<file path="src/rtl/uart_rx_buffer_ctrl_pkg.sv">
// Shared types for the uart_rx buffer controller: handshake FSM encoding and default sizes.
package uart_rx_buffer_ctrl_pkg;

  typedef enum logic {
    ST_IDLE  = 1'b0,
    ST_CLEAR = 1'b1
  } rx_state_e;

  localparam int unsigned BITS_DEFAULT      = 8;
  localparam int unsigned DEPTH_EXP_DEFAULT = 3;

endpackage

</file>
<file path="src/rtl/uart_rx_buffer_ctrl_sync_fifo.sv">
// First-word fall-through FIFO with wrap-bit pointers; a push into a full FIFO is
// accepted only when a pop retires the head in the same cycle.
module sync_fifo #(
  parameter int unsigned bits      = 8,
  parameter int unsigned depth_exp = 3
) (
  input  logic                 clk_i,
  input  logic                 rst_ni,
  input  logic                 push_i,
  input  logic                 pop_i,
  input  logic [bits-1:0]      data_i,
  output logic [bits-1:0]      data_o,
  output logic [depth_exp:0]   count_o,
  output logic                 full_o,
  output logic                 empty_o
);

  localparam int unsigned depth = 2 ** depth_exp;

  logic [bits-1:0]    mem_q [depth];
  logic [depth_exp:0] wr_q, wr_d;
  logic [depth_exp:0] rd_q, rd_d;
  logic               wr_en;
  logic               rd_en;

  // Count never exceeds depth, so its top bit alone flags full.
  assign count_o = wr_q - rd_q;
  assign full_o  = count_o[depth_exp];
  assign empty_o = (wr_q == rd_q);
  assign wr_en   = push_i && (!full_o || pop_i);
  assign rd_en   = pop_i && !empty_o;
  assign data_o  = mem_q[rd_q[depth_exp-1:0]];

  always_comb begin
    wr_d = wr_q + {{depth_exp{1'b0}}, wr_en};
    rd_d = rd_q + {{depth_exp{1'b0}}, rd_en};
  end

  always_ff @(posedge clk_i) begin
    if (!rst_ni) begin
      wr_q <= '0;
      rd_q <= '0;
    end else begin
      wr_q <= wr_d;
      rd_q <= rd_d;
    end
  end

  // NOTE: storage is deliberately left out of reset; pointers alone define what is valid.
  always_ff @(posedge clk_i) begin
    if (wr_en) mem_q[wr_q[depth_exp-1:0]] <= data_i;
  end

endmodule

</file>
<file path="src/rtl/uart_rx_buffer_ctrl.sv">
// Takes each uart_rx frame exactly once via a DV/CLR_DV handshake, buffers it in a
// FIFO and offers it on a valid/ready stream; dropped bytes raise a sticky OVF.
module uart_rx_buffer_ctrl #(
  parameter int unsigned bits      = uart_rx_buffer_ctrl_pkg::BITS_DEFAULT,
  parameter int unsigned depth_exp = uart_rx_buffer_ctrl_pkg::DEPTH_EXP_DEFAULT
) (
  input  logic                 CLK,
  input  logic                 RST,
  input  logic [bits-1:0]      RX_DATA,
  input  logic                 RX_DV,
  output logic                 RX_CLR_DV,
  output logic [bits-1:0]      OUT_DATA,
  output logic                 OUT_VALID,
  input  logic                 OUT_READY,
  output logic [depth_exp:0]   COUNT,
  output logic                 OVF,
  input  logic                 CLR_OVF
);

  import uart_rx_buffer_ctrl_pkg::*;

  logic      dv_s1_q, dv_s2_q;
  rx_state_e state_q;
  logic      clr_dv_q;
  logic      ovf_q, ovf_d;
  logic      capture, pop, drop;
  logic      fifo_full, fifo_empty;

  assign capture = (state_q == ST_IDLE) && dv_s2_q;
  assign pop     = OUT_VALID && OUT_READY;
  assign drop    = capture && fifo_full && !pop;

  // RX_DV comes from the baud clock domain; only dv_s2_q is trusted.
  always_ff @(posedge CLK) begin
    if (!RST) begin
      dv_s1_q <= 1'b0;
      dv_s2_q <= 1'b0;
    end else begin
      dv_s1_q <= RX_DV;
      dv_s2_q <= dv_s1_q;
    end
  end

  always_ff @(posedge CLK) begin
    if (!RST) begin
      state_q  <= ST_IDLE;
      clr_dv_q <= 1'b0;
    end else begin
      case (state_q)
        ST_IDLE: begin
          if (dv_s2_q) begin
            state_q  <= ST_CLEAR;
            clr_dv_q <= 1'b1;
          end
        end
        ST_CLEAR: begin
          if (!dv_s2_q) begin
            state_q  <= ST_IDLE;
            clr_dv_q <= 1'b0;
          end
        end
        default: begin
          state_q  <= ST_IDLE;
          clr_dv_q <= 1'b0;
        end
      endcase
    end
  end

  // NOTE: defaulting ovf_d first keeps this block free of inferred latches.
  always_comb begin
    ovf_d = ovf_q;
    if (CLR_OVF) ovf_d = 1'b0;
    if (drop)    ovf_d = 1'b1;
  end

  // NOTE: sequential state is assigned with <= only, so every flop samples pre-edge values.
  always_ff @(posedge CLK) begin
    if (!RST) ovf_q <= 1'b0;
    else      ovf_q <= ovf_d;
  end

  sync_fifo #(
    .bits      (bits),
    .depth_exp (depth_exp)
  ) u_fifo (
    .clk_i   (CLK),
    .rst_ni  (RST),
    .push_i  (capture),
    .pop_i   (pop),
    .data_i  (RX_DATA),
    .data_o  (OUT_DATA),
    .count_o (COUNT),
    .full_o  (fifo_full),
    .empty_o (fifo_empty)
  );

  assign OUT_VALID = !fifo_empty;
  assign RX_CLR_DV = clr_dv_q;
  assign OVF       = ovf_q;

endmodule
</file>
<file path="config.mk">
export PLATFORM = sky130hd
export DESIGN_NAME = uart_rx_buffer_ctrl
export DESIGN_NICKNAME = d
export VERILOG_FILES = /design/src/rtl/uart_rx_buffer_ctrl_pkg.sv /design/src/rtl/uart_rx_buffer_ctrl_sync_fifo.sv /design/src/rtl/uart_rx_buffer_ctrl.sv
export SDC_FILE = /design/constraint.sdc
export NUM_CORES = 1
export LEC_CHECK = 0
export BUFFER_PORTS_ARGS = -buffer_cell sky130_fd_sc_hd__buf_4
export CORE_MARGIN = 8
export CORE_UTILIZATION = 50
export CTS_BUF_LIST = sky130_fd_sc_hd__clkbuf_8
export CTS_CLUSTER_SIZE = 30
export DETAILED_ROUTE_END_ITERATION = 16
export GPL_TIMING_DRIVEN = 0
export PLACE_DENSITY_LB_ADDON = 0.15
export SLEW_MARGIN = 20
export SYNTH_ARGS = -nofsm -noshare
export SYNTH_HDL_FRONTEND = slang
export SYNTH_SLANG_ARGS = --single-unit
</file>
<file path="constraint.sdc">
create_clock -name CLK -period 7.4 [get_ports CLK]
set_clock_uncertainty 0.2 [all_clocks]
set_input_delay 1.48 -clock CLK [delete_from_list [all_inputs] [get_ports CLK]]
set_output_delay 1.48 -clock CLK [all_outputs]
set_load 0.005 [all_outputs]
</file>
==> flow_results.org, run 1 <==
** Drt
- Dividing the detail-routed via count by the number of cells gives 5.35.
- The first TritonRoute pass finished after 4 iterations.
- WL/cell :: 19.1 um
- Summed over all layers, the routed wires come to 5.93 mm.
- Detail Route Antenna Nets :: 0
- The final route contains 1660 vias.
- After detailed routing, the number of remaining DRC violations is 0.
- DR iter-0 viols :: 114

** Power
- Static leakage :: 0.00134 uW
- VDD IR-drop max :: 0.131 mV
- The design draws 850 uW.
- Power density of the placed cells :: 231 mW/mm2

** Global routing
- The number of global-route vias before repair is 1840.
- The first global-routing pass estimated 9.38 mm of wire.
- Maximum number of pins on one net before global-route repair :: 13
- Overflow left after global routing :: 0
- The number of antenna violations at the first check in global routing is 0.
- Across every metal layer, demand over resource in global routing totals 14.4%.

** Clock network
- The clock passes through at most 2 buffers.
- Clock edge transition at the registers on the reported setup and hold paths :: 0.07 ns
- Number of buffers created by CTS :: 9
- Count of H-tree levels built during CTS :: 3
- # Post-CTS Setup Buffers :: 0
- Root Buffer :: sky130_fd_sc_hd__clkbuf_8
- Clock tree from TritonCTS :: built
- Count of hold-fix buffers inserted at cts :: 0
- Worst skew pair latency :: 0.33 ns
- Gates resized, CTS repair :: 0
- Counting every sink on the clock net gives 77.

** Floorplan
- The core region is 0.00599 mm2.
- Number of placed I/O pins :: 28
- The die is 95.0 um wide.
- Count of standard-cell rows :: 28
- The die is 95.0 um tall.
- For this configuration, the core starts out at a cell density of 52.1%.
- The floorplan step defined a die boundary enclosing 0.00903 mm2.

** Timing
- Hold violation total from the final report :: 0
- Upper clock frequency limit :: 220 MHz
- Setup repair after global routing missed its margin :: false
- The total count of max-transition violations in the final report is 0.
- In the finished design, the share of the clock period the worst path needs comes to 61.4%.
- Total of endpoints with negative setup slack in the final report :: 0
- At the pin with the least slew margin, the transition time is 0.838 ns.
- Summed negative setup slack over all endpoints :: 0 ns
- Measured against its own limit, the worst slew margin works out to 43.8%.
- Setup slack on the critical path of the routed design comes to 2.86 ns.
- Minimum clock period :: 4.54 ns

** Finish
- The area growth from synthesis to layout is 18.0%.
- ANT cells :: 0
- Total Nets Final :: 252
- In the final layout, the share of cells above drive strength 1 is 31.5%.
- Final cell count without fillers :: 310
- Number of filler cells placed in the layout :: 466

** Yosys
- The cell count after synthesis came out at 187.
- sky130_fd_sc_hd__edfxtp_1 takes more of the synthesized area than any other cell.
- Top area cells in the synthesized netlist :: sky130_fd_sc_hd__edfxtp_1, sky130_fd_sc_hd__mux4_2, sky130_fd_sc_hd__dfxtp_1, sky130_fd_sc_hd__nand2_1, sky130_fd_sc_hd__ha_1
- Post-synthesis area per instance :: 16.7 um2
- Post-synthesis sequential element count :: 77
- Top post-synthesis cells by count :: sky130_fd_sc_hd__edfxtp_1, sky130_fd_sc_hd__nand2_1, sky130_fd_sc_hd__mux4_2, sky130_fd_sc_hd__dfxtp_1, sky130_fd_sc_hd__and2_1
- Number of distinct library cell variants in the gate-level netlist after synthesis :: 28
- Among all cell types in the netlist, the one instantiated most often is sky130_fd_sc_hd__edfxtp_1.
- Count of yosys warnings during synthesis :: 0
- Yosys mapped a number of flops with a built-in enable equal to 64.
- The number of nets handed over by synthesis was 209.
- Sequential area share after synthesis :: 69.9%
- Total standard cell area after synthesis :: 0.00312 mm2
- Area share of the largest cell type after synthesis :: 61.6%
- In the synthesized netlist the async set-or-reset flop fraction comes to 0%.
- Most frequently used flop master after synthesis :: sky130_fd_sc_hd__edfxtp_1

** Critical path
- Endpoint arrival time on the critical path :: 2.86 ns
- Worst-path maximum fanout :: 10
- Crit path largest cell delay :: 0.51 ns
- STA classifies the critical path endpoint as an output port.
- Data on the critical path is required at its endpoint by 5.72 ns.
- Critical Path, Cell by Cell :: clkbuf_1 -> clkinv_1 -> ha_1 -> a21oi_1 -> a21oi_1 -> nor2_1 -> buf_4 -> buf_4
- Slowest CP cell :: sky130_fd_sc_hd__ha_1
- Setup CP Type :: reg2out
- Startpoint types :: register

** Run status
- The run finished with clean final reports.

** Placed design
- OpenSTA, run right after detailed placement, puts the worst setup slack at 3.15 ns.
- Half-perimeter wire length of the detailed placement result :: 4.13 mm
- At the end of routability-driven placement, the weighted congestion stood at 0.763.
- In this run, placement finished with an instance count of 294.
- Count of port buffers added during placement :: 27

** Job
- Number of maximum-capacitance constraint violations :: 0

** Hold path
- HP Class :: reg2reg
worst max-delay path: cells and delay by family, from the launching register on:
kind,cells,cell delay (ns)
adder cells (fa/ha/maj),1,0.51
flip-flops,1,0.33
AND/OR/NAND/NOR,1,0.09
buffers and inverters,4,1.20
AO/OA/AOI/OAI,2,0.39
path summary, 6_finish.rpt:
check / startpoint / endpoint / slack [ns] / depth (start not counted)
max: u_fifo.rd_q[2] / COUNT[3] / 2.86 / 8
min: dv_s1_q / dv_s2_q / 0.24 / 1
max reg2reg: u_fifo.rd_q[2] / u_fifo.wr_q[2] / 3.59 / 11
min reg2reg: dv_s1_q / dv_s2_q / 0.24 / 1
metal layers:
layer | track usage (%) | routed length (um) | part of all wire [%]
met4 | 5.98 | 53 | 0.89
met5 | 0 | 0 | 0
met2 | 24.8 | 3120 | 53
met3 | 3.77 | 299 | 5.0
met1 | 16.9 | 2460 | 41
through the flow:
stage,utilization [%],cell area (um2),hold WS [ns]
floorplan,-,3120,0.212
global placement,57.1,3420,0.220
detailed placement,58.5,3500,0.233
CTS,61.5,3680,0.251
global route,61.5,3680,0.269
finish,61.5,3680,0.245
logic make-up (layout without fill, tap and decap cells):
group / after synthesis / count (layout) / synth area share, %
mux: 16 / 16 / 11.5
simple gates: 59 / 59 / 9.86
fa+ha+maj: 9 / 9 / 3.85
flops: 77 / 77 / 69.9
xor+xnor: 6 / 6 / 1.68
compound gates: 5 / 5 / 1.04
buf+inv: 15 / 63 / 2.12
sequential cells by signal, summed over array words and instances (netlist names):
name and cells:
u_fifo.rd_q 4, RX_CLR_DV 1, dv_s1_q 1, u_fifo.mem_q 64
OVF 1, u_fifo.wr_q 4, state_q 1, dv_s2_q 1
placed cells by master (no fill, tap or decap), types with 4 or more instances in the layout:
cell / count
sky130_fd_sc_hd__edfxtp_1: 64
sky130_fd_sc_hd__buf_4: 34
sky130_fd_sc_hd__nand2_1: 28
sky130_fd_sc_hd__mux4_2: 16
sky130_fd_sc_hd__dfxtp_1: 13
sky130_fd_sc_hd__and2_1: 12
sky130_fd_sc_hd__clkbuf_8: 9
sky130_fd_sc_hd__ha_1: 8
sky130_fd_sc_hd__inv_1: 7
sky130_fd_sc_hd__clkbuf_1: 4
sky130_fd_sc_hd__clkinv_1: 4
layout make-up:
class / instances / area, um2 / area share (%)
buffer: 8 / 40.0 / 1.09
clock buffer: 9 / 124 / 3.36
clock inverter: 7 / 57.6 / 1.56
inverter: 7 / 26.3 / 0.713
multi-input combinational: 95 / 920 / 25.0
sequential: 77 / 2180 / 59.2
tap: 75 / 93.8 / 2.55
timing repair buffer: 32 / 240 / 6.52
power breakdown:
group | switching [uW] | total [uW] | internal (uW)
Sequential | 3.10 | 476 | 473
Combinational | 38.8 | 83.4 | 44.6
Clock | 140 | 290 | 151
Total | 182 | 850 | 668
No activity file was read; power rests on OpenSTA's default activity.
==> run 2, diff against run 1 <==
==> constraint.sdc (replaced) <==
create_clock -name CLK -period 3.7 [get_ports CLK]
set_clock_uncertainty 0.2 [all_clocks]
set_input_delay 0.74 -clock CLK [delete_from_list [all_inputs] [get_ports CLK]]
set_output_delay 0.74 -clock CLK [all_outputs]
set_load 0.005 [all_outputs]
==> flow_results.org, run 2 (synthesis results as in run 1) <==
** Run status
- Outcome :: completed

** Global routing
- The wire length of the first global-routing pass was 9.38 mm (unchanged).
- The number of antenna violations at the first check in global routing is 0 (unchanged).
- Overflow left after global routing :: 0 (unchanged)
- Via count of the first global-routing pass :: 1840 (unchanged)
- Overall Global Routing Usage :: 14.4% (unchanged)
- Maximum number of pins on one net before global-route repair :: 13 (unchanged)

** Critical path
- Buffers and inverters on the worst path :: 3 (-1)
- The required time of the critical path is 3.73 ns (-1.99 ns).
- Critical Path, Cell by Cell :: clkbuf_2 -> buf_2 -> inv_1 -> ha_1 -> nand3_1 -> o21a_1 -> nor3_4 -> nor2b_1 -> ha_1 -> ha_1 -> xor2_1 -> and2_1
- Setup CP Type :: reg2reg
- Endpoint arrival time on the critical path :: 3.45 ns (+0.59 ns)
- Startpoint types :: register
- Worst-path maximum fanout :: 10 (unchanged)
- The delay of the slowest cell on the worst path came to 0.53 ns (+0.02 ns).
- STA classifies the critical path endpoint as a register.
- Counting stages on the worst path, the most repeated cell is sky130_fd_sc_hd__ha_1.
- Top cell family by delay on the critical path :: simple AND/OR/NAND/NOR gates
- Slowest CP cell :: sky130_fd_sc_hd__nor3_4

** Timing
- Minimum clock period :: 3.42 ns
- Hold violation total from the final report :: 0 (unchanged)
- Worst slew margin relative to its limit :: 44.5% (+0.64 points)
- Total of endpoints with negative setup slack in the final report :: 0 (unchanged)
- Dividing the final minimum period by the clock period gives 92.4%.
- The worst setup slack after layout is 0.283 ns (-2.57 ns).
- The measured slew at the worst slew-check pin is 0.829 ns (-0.00955 ns).
- Based on the critical path, the design can be clocked at up to 293 MHz.
- The worst hold-check slack came to 0.245 ns (-0.000157 ns).
- The total count of max-transition violations in the final report came to 0 (unchanged).
- Setup repair after global routing left no endpoint under its margin.

** Clock network
- The clock latency of the later-clocked register in the worst-skew pair was 0.33 ns (about the same).
- Count of H-tree levels built during CTS :: 3 (unchanged)
- Number of buffers created by CTS :: 9 (unchanged)
- Root Buffer :: sky130_fd_sc_hd__clkbuf_8
- The number of buffers inserted for hold repair after clock tree synthesis is 0 (unchanged).
- The count of clock tree sinks came to 77 (unchanged).
- TritonCTS built the clock tree.
- The maximum buffer depth of the clock tree is 2 (unchanged).
- The clock transition time at the flip-flop clock pins of the worst setup and hold paths came to 0.07 ns (about the same).

** Power
- Total power draw :: 1700 uW (+100%)
- Power density of the placed cells :: 461 mW/mm2 (+100%)
- VDD IR-drop max :: 0.263 mV (+100%)
- The leakage dissipation came to 0.00135 uW (+0.55%).

** Drt
- Routed wire length :: 5.94 mm (+0.15%)
- The number of nets with antenna violations after detailed routing came to 0 (unchanged).
- The detail-routed via count per cell was 5.44 (+1.5%).
- The number of design rule violations left after detail routing is 0 (unchanged).
- WL/cell :: 19.2 um (+0.15%)
- Vias :: 1685 (+1.5%)
- DR iter-0 viols :: 118 (+3.5%)
- The number of optimization iterations in the first detailed-route pass is 5 (+1).

** Floorplan
- Die Height :: 95.0 um (unchanged)
- Core region area :: 0.00599 mm2 (unchanged)
- The standard-cell row count came to 28 (unchanged).
- Initial core utilization :: 52.1% (unchanged)
- The count of boundary I/O pins came to 28 (unchanged).
- Die X-Extent :: 95.0 um (unchanged)
- Overall die area :: 0.00903 mm2 (unchanged)

** Finish
- Layout area overhead :: 18.1%
- ANT cells :: 0 (unchanged)
- Fraction of layout cells with a size suffix above 1 :: 32.8% (+1.3 points)
- Leaving out fill and tap cells, the most frequent cell in the layout is sky130_fd_sc_hd__edfxtp_1.
- In the layout the commonest cells are sky130_fd_sc_hd__edfxtp_1, sky130_fd_sc_hd__buf_4, sky130_fd_sc_hd__nand2_1.
- Total Nets Final :: 252 (unchanged)
- Utilization after layout :: 61.5% (+0.063 points)
- The number of fill cells is 466 (unchanged).
- Flip-flop count of the largest register after layout :: 64 (unchanged)

** Placed design
- The detailed-placement wirelength estimate is 4.13 mm (unchanged).
- The port buffer count is 27 (unchanged).
- Routability-driven placement congestion ratio :: 0.763 (unchanged)
- The worst slack at placement came to -0.169 ns (-3.32 ns).

** Job
- The number of violations of the max-capacitance limit came to 0 (unchanged).

** Hold path
- HP Class :: reg2reg
run 2: cell count changes in the layout (fill, tap and decap cells not counted):
cell,change
sky130_fd_sc_hd__clkbuf_1,-2
sky130_fd_sc_hd__clkbuf_2,+2
sky130_fd_sc_hd__clkinv_2,+1
sky130_fd_sc_hd__clkinv_1,-1
run 2: area by class of cell:
type                            instances  area (um2)  share of cell area, %
Sequential cell                        77        2180                   59.2
Multi-Input combinational cell         95         920                   24.9
Timing Repair Buffer                   32         240                   6.52
Clock buffer                            9         124                   3.36
Tap cell                               75        93.8                   2.54
Clock inverter                          7        57.6                   1.56
Buffer                                  8        42.5                   1.15
Inverter                                7        27.5                  0.747
run 2: power by group:
group	internal, uW	switching [uW]	leakage (uW)
Sequential	946	6.19	0.000682
Clock	301	279	0.0000929
Combinational	89.3	77.7	0.000577
run 2: final timing paths:
path | start | end | slack (ns) | depth (start not counted)
worst max-delay path | u_fifo.rd_q[1] | u_fifo.wr_q[2] | 0.28 | 12
worst min-delay path | dv_s1_q | dv_s2_q | 0.24 | 1
worst max register to register | u_fifo.rd_q[1] | u_fifo.wr_q[2] | 0.28 | 12
worst min register to register | dv_s1_q | dv_s2_q | 0.24 | 1
run 2: through the flow:
step,std cells,area [um2],setup TNS [ns]
after floorplan,187,3120,0
after global placement,289,3420,-36.63
after detailed placement,294,3500,-2.04
after CTS,310,3680,0
after global routing,310,3690,0
final,310,3690,0
run 2: metal layers:
metal | global-route usage, % | wire [um] | share of wire [%]
met2 | 24.8 | 3170 | 53
met3 | 3.77 | 304 | 5.1
met4 | 5.98 | 42 | 0.71
met1 | 16.9 | 2420 | 41
met5 | 0 | 0 | 0
run 2: timing repair:
item | in CTS | in global routing
resized for setup | 1 | 4
buffers inserted | 0 | 0
setup endpoints to repair | 32 | 34
==> run 3, diff against run 2 <==
--- a/config.mk
+++ b/config.mk
@@ -5,8 +5,8 @@
 export SDC_FILE = /design/constraint.sdc
 export NUM_CORES = 1
 export LEC_CHECK = 0
+export ABC_AREA = 1
 export BUFFER_PORTS_ARGS = -buffer_cell sky130_fd_sc_hd__buf_4
-export CORE_MARGIN = 8
 export CORE_UTILIZATION = 50
 export CTS_BUF_LIST = sky130_fd_sc_hd__clkbuf_8
 export CTS_CLUSTER_SIZE = 30
==> flow_results.org, run 3 <==
** Yosys
- Among all cell types in the netlist, the one instantiated most often is sky130_fd_sc_hd__edfxtp_1.
- Sequential area share after synthesis :: 67.1% (-2.8 points)
- Number of distinct library cell variants in the gate-level netlist after synthesis :: 23 (-18%)
- The fraction of post-synthesis cell area in the top cell type by area was 59.1% (-2.5 points).
- Top area cells in the synthesized netlist :: sky130_fd_sc_hd__edfxtp_1, sky130_fd_sc_hd__dfxtp_1, sky130_fd_sc_hd__nand2_1, sky130_fd_sc_hd__nor2_1, sky130_fd_sc_hd__ha_1
- By count the netlist is led by sky130_fd_sc_hd__edfxtp_1, sky130_fd_sc_hd__nand2_1, sky130_fd_sc_hd__nor2_1, sky130_fd_sc_hd__inv_1, sky130_fd_sc_hd__o21ai_1.
- The number of enable flip-flop cells after synthesis is 64 (unchanged).
- Among all flip-flop cells after synthesis, the most frequent one is sky130_fd_sc_hd__edfxtp_1.
- The post-synthesis average cell area is 11.5 um2 (-31%).
- Count of yosys warnings during synthesis :: 0 (unchanged)
- Async set-reset flop share out of synthesis :: 0% (unchanged)
- The total standard cell area after synthesis is 0.00325 mm2 (+4.2%).
- Post-synthesis net count :: 305 (+46%)
- The largest total area in the synthesized netlist belongs to sky130_fd_sc_hd__edfxtp_1.
- The synthesized instance count is 283 (+51%).
- Post-synthesis sequential element count :: 77 (unchanged)

** Power
- The peak supply drop is 0.219 mV (-16%).
- Switching Share :: 23.5% (+2.1 points)
- The part of the power in the clock network is 35.9% (+1.8 points).
- Internal cell power :: 1400 uW (+4.9%)
- The power per unit of standard cell area was 488 mW/mm2 (+5.8%).
- The leakage dissipation is 0.00149 uW (+10%).
- The net switching power is 430 uW (+18%).
- Portion of total power attributed to sequential cells :: 52.2% (-3.9 points)
- The combinational power share was 12.0% (+2.2 points).

** Timing
- Setup repair after global routing left no endpoint under its margin.
- Hold violation total from the final report :: 0 (unchanged)
- The measured slew at the worst slew-check pin came to 0.603 ns (-0.225 ns).
- Minimum clock period :: 3.45 ns (+0.0339 ns)
- The tightest slew margin relative to the limit is 59.7% (+15 points).
- Final period util :: 93.3% (+0.92 points)
- Summed negative setup slack over all endpoints :: 0 ns (unchanged)
- Final Max Slew Viols :: 0 (unchanged)
- Upper clock frequency limit :: 290 MHz (-0.98%)
- The total setup violations reported at the end of the flow was 0 (unchanged).

** Clock network
- Worst skew pair latency :: 0.34 ns (about the same)
- The buffer count from post-CTS setup fixing is 0 (unchanged).
- The number of buffers inserted for hold repair after clock tree synthesis was 0 (unchanged).
- Root Buffer :: sky130_fd_sc_hd__clkbuf_8
- The maximum buffer depth of the clock tree is 2 (unchanged).
- Number of buffers created by CTS :: 9 (unchanged)
- The clock transition time at the flip-flop clock pins of the worst setup and hold paths is 0.08 ns (about the same).
- The total of cells resized after clock tree synthesis is 0 (-1).
- Clock net sink count :: 77 (unchanged)
- Clock tree from TritonCTS :: built
- Count of H-tree levels built during CTS :: 3 (unchanged)

** Drt
- WL/cell :: 17.2 um (-10%)
- Detail Route Antenna Nets :: 0 (unchanged)
- Remaining design rule violation count :: 0 (unchanged)
- First-pass iteration count of the detailed router :: 4 (-1)
- Detailed-route vias per instance :: 5.34 (-1.7%)
- The total length of routed wires came to 6.93 mm (+17%).
- DR iter-0 viols :: 171 (+45%)
- Vias :: 2147 (+27%)

** Critical path
- For this design, the slowest cell found on the critical path is sky130_fd_sc_hd__ha_1.
- The required time of the critical path is 2.76 ns (-0.97 ns).
- Top cell family by delay on the critical path :: buffers and inverters
- Setup CP Type :: reg2out
- Crit path largest cell delay :: 0.48 ns (-0.05 ns)
- Worst setup slack for register-to-register paths :: 0.54 ns (+0.26 ns)
- The worst setup path is captured at an output port.
- The signal arrival time at the worst endpoint is 2.51 ns (-0.94 ns).
- The cell count of the worst reg-to-reg path was 10 (-2).
- Startpoint types :: register
- Buffers and inverters on the worst path :: 4 (+1)
- Crit. path cell count :: 9 (-3)
- Worst-path maximum fanout :: 10 (unchanged)
- Traced cell by cell, the critical path runs through buf_2 -> clkinv_1 -> ha_1 -> a21oi_1 -> nand2_1 -> nand2_1 -> nand2_2 -> buf_4 -> buf_4.

** Floorplan
- Initial core utilization :: 51.5% (-0.56 points)
- The die boundary width came to 82.7 um (-13%).
- The count of boundary I/O pins is 28 (unchanged).
- Core region area :: 0.00631 mm2 (+5.4%)
- The vertical die dimension is 82.7 um (-13%).
- The floorplan die area was 0.00684 mm2 (-24%).
- Count of standard-cell rows :: 29 (+3.6%)

** Finish
- The final core utilization is 59.5% (-2.0 points).
- ANT cells :: 0 (unchanged)
- The number of flip-flops under the largest register name is 64 (unchanged).
- Total Nets Final :: 342 (+36%)
- The number of fill cells was 553 (+19%).
- Leaving out fill and tap cells, the most frequent cell in the layout is sky130_fd_sc_hd__edfxtp_1.
- The area growth from synthesis to layout is 15.5%.
- The share of cells above drive strength 1 was 23.1% (-9.7 points).
- Most frequent cells in the layout :: sky130_fd_sc_hd__edfxtp_1, sky130_fd_sc_hd__nand2_1, sky130_fd_sc_hd__nor2_1

** Global routing
- The wire length of the first global-routing pass is 10.7 mm (+14%).
- Overflow left after global routing :: 0 (unchanged)
- Initial antenna violation count :: 0 (unchanged)
- The global-route total usage across every layer came to 23.2% (+8.7 points).
- The pin count of the biggest net entering global routing is 13 (unchanged).
- The number of global-route vias before repair is 2015 (+9.5%).

** Hold path
- Worst hold stages :: 2 (+1)
- The min-delay analysis places its worst path in the category reg2reg.

** Placed design
- Count of port buffers added during placement :: 26 (-3.7%)
- The global placement routability congestion came to 0.775 (+1.5%).
- Half-perimeter wire length of the detailed placement result :: 4.34 mm (+5.1%)

** Run status
- The run finished with clean final reports.

** Job
- Number of maximum-capacitance constraint violations :: 0 (unchanged)
## run 3: cell count changes after synthesis, moves of 4 or more
cell,change
sky130_fd_sc_hd__and2_1,-12
sky130_fd_sc_hd__inv_2,+4
sky130_fd_sc_hd__o22ai_1,+16
sky130_fd_sc_hd__nand2_1,+18
sky130_fd_sc_hd__nand3_1,+5
sky130_fd_sc_hd__inv_1,+14
sky130_fd_sc_hd__o21ai_2,+9
sky130_fd_sc_hd__o21ai_0,+4
sky130_fd_sc_hd__o21ai_1,+20
sky130_fd_sc_hd__mux4_2,-16
sky130_fd_sc_hd__nor2_1,+37
sky130_fd_sc_hd__nor2_2,+8
## run 3: worst register-to-register path, cell delays in order, from the launching register on
cell	delay, ns
sky130_fd_sc_hd__dfxtp_1	0.33
sky130_fd_sc_hd__buf_2	0.27
sky130_fd_sc_hd__clkinv_1	0.41
sky130_fd_sc_hd__ha_1	0.48
sky130_fd_sc_hd__a21oi_1	0.18
sky130_fd_sc_hd__nand2_1	0.07
sky130_fd_sc_hd__nand2_1	0.07
sky130_fd_sc_hd__nand2_2	0.09
sky130_fd_sc_hd__nand2_2	0.09
sky130_fd_sc_hd__nand2_4	0.11
sky130_fd_sc_hd__nor2_2	0.49
## run 3: final timing paths
check / startpoint / end
worst min-delay path: dv_s1_q / dv_s2_q
worst min register to register: dv_s1_q / dv_s2_q
worst max-delay path: u_fifo.rd_q[2] / COUNT[3]
worst max register to register: u_fifo.rd_q[2] / u_fifo.mem_q[3][0]
## run 3: power by group through the flow
stage,clock network [uW],logic (uW),registers (uW)
finish,657,219,956
floorplan,0,126,973
global placement,0,216,976
detailed placement,0,219,976
CTS,661,220,956
global route,703,245,958
## run 3: kinds of logic (layout without fill, tap and decap cells)
family	Yosys count	in the layout	synth area share, %
adder cells (fa/ha/maj)	9	9	3.69
buffers and inverters	36	78	5.15
AO/OA/AOI/OAI	55	55	10.1
XOR/XNOR	3	3	0.808
AND/OR/NAND/NOR	103	103	13.2
flip-flops	77	77	67.1
## run 3: area by class of cell
cell class              count  area (um2)  area share (%)
multi-input cells         170         905            24.1
clock inverters             4        46.3            1.23
well taps                  77        96.3            2.56
flip-flops and latches     77        2180            58.1
plain buffers              11        73.8            1.96
repair buffers             26         195            5.19
clock buffers              12         165            4.40
inverters                  25        93.8            2.50
## run 3: stage by stage
stage | total power, uW | setup slack, ns | instance area [um2] | hold slack (ns) | instances
after detailed placement | 1190 | 0.511 | 3550 | 0.219 | 386
after global placement | 1190 | 0.558 | 3550 | 0.197 | 386
after global routing | 1910 | 0.0209 | 3760 | 0.271 | 402
after floorplan | 1100 | 1.20 | 3250 | 0.190 | 283
after CTS | 1840 | 0.222 | 3760 | 0.238 | 402
final | 1830 | 0.249 | 3760 | 0.231 | 402
## run 3: layer usage
layer | vias up | share of wire (%) | GRT usage (%) | routed length, um
li1 | 1049 | - | - | -
met4 | 0 | 1.5 | 9.48 | 106
met3 | 10 | 4.6 | 3.74 | 322
met2 | 70 | 49 | 37.2 | 3400
met5 | - | 0 | 0 | 0
met1 | 1018 | 45 | 31.3 | 3100
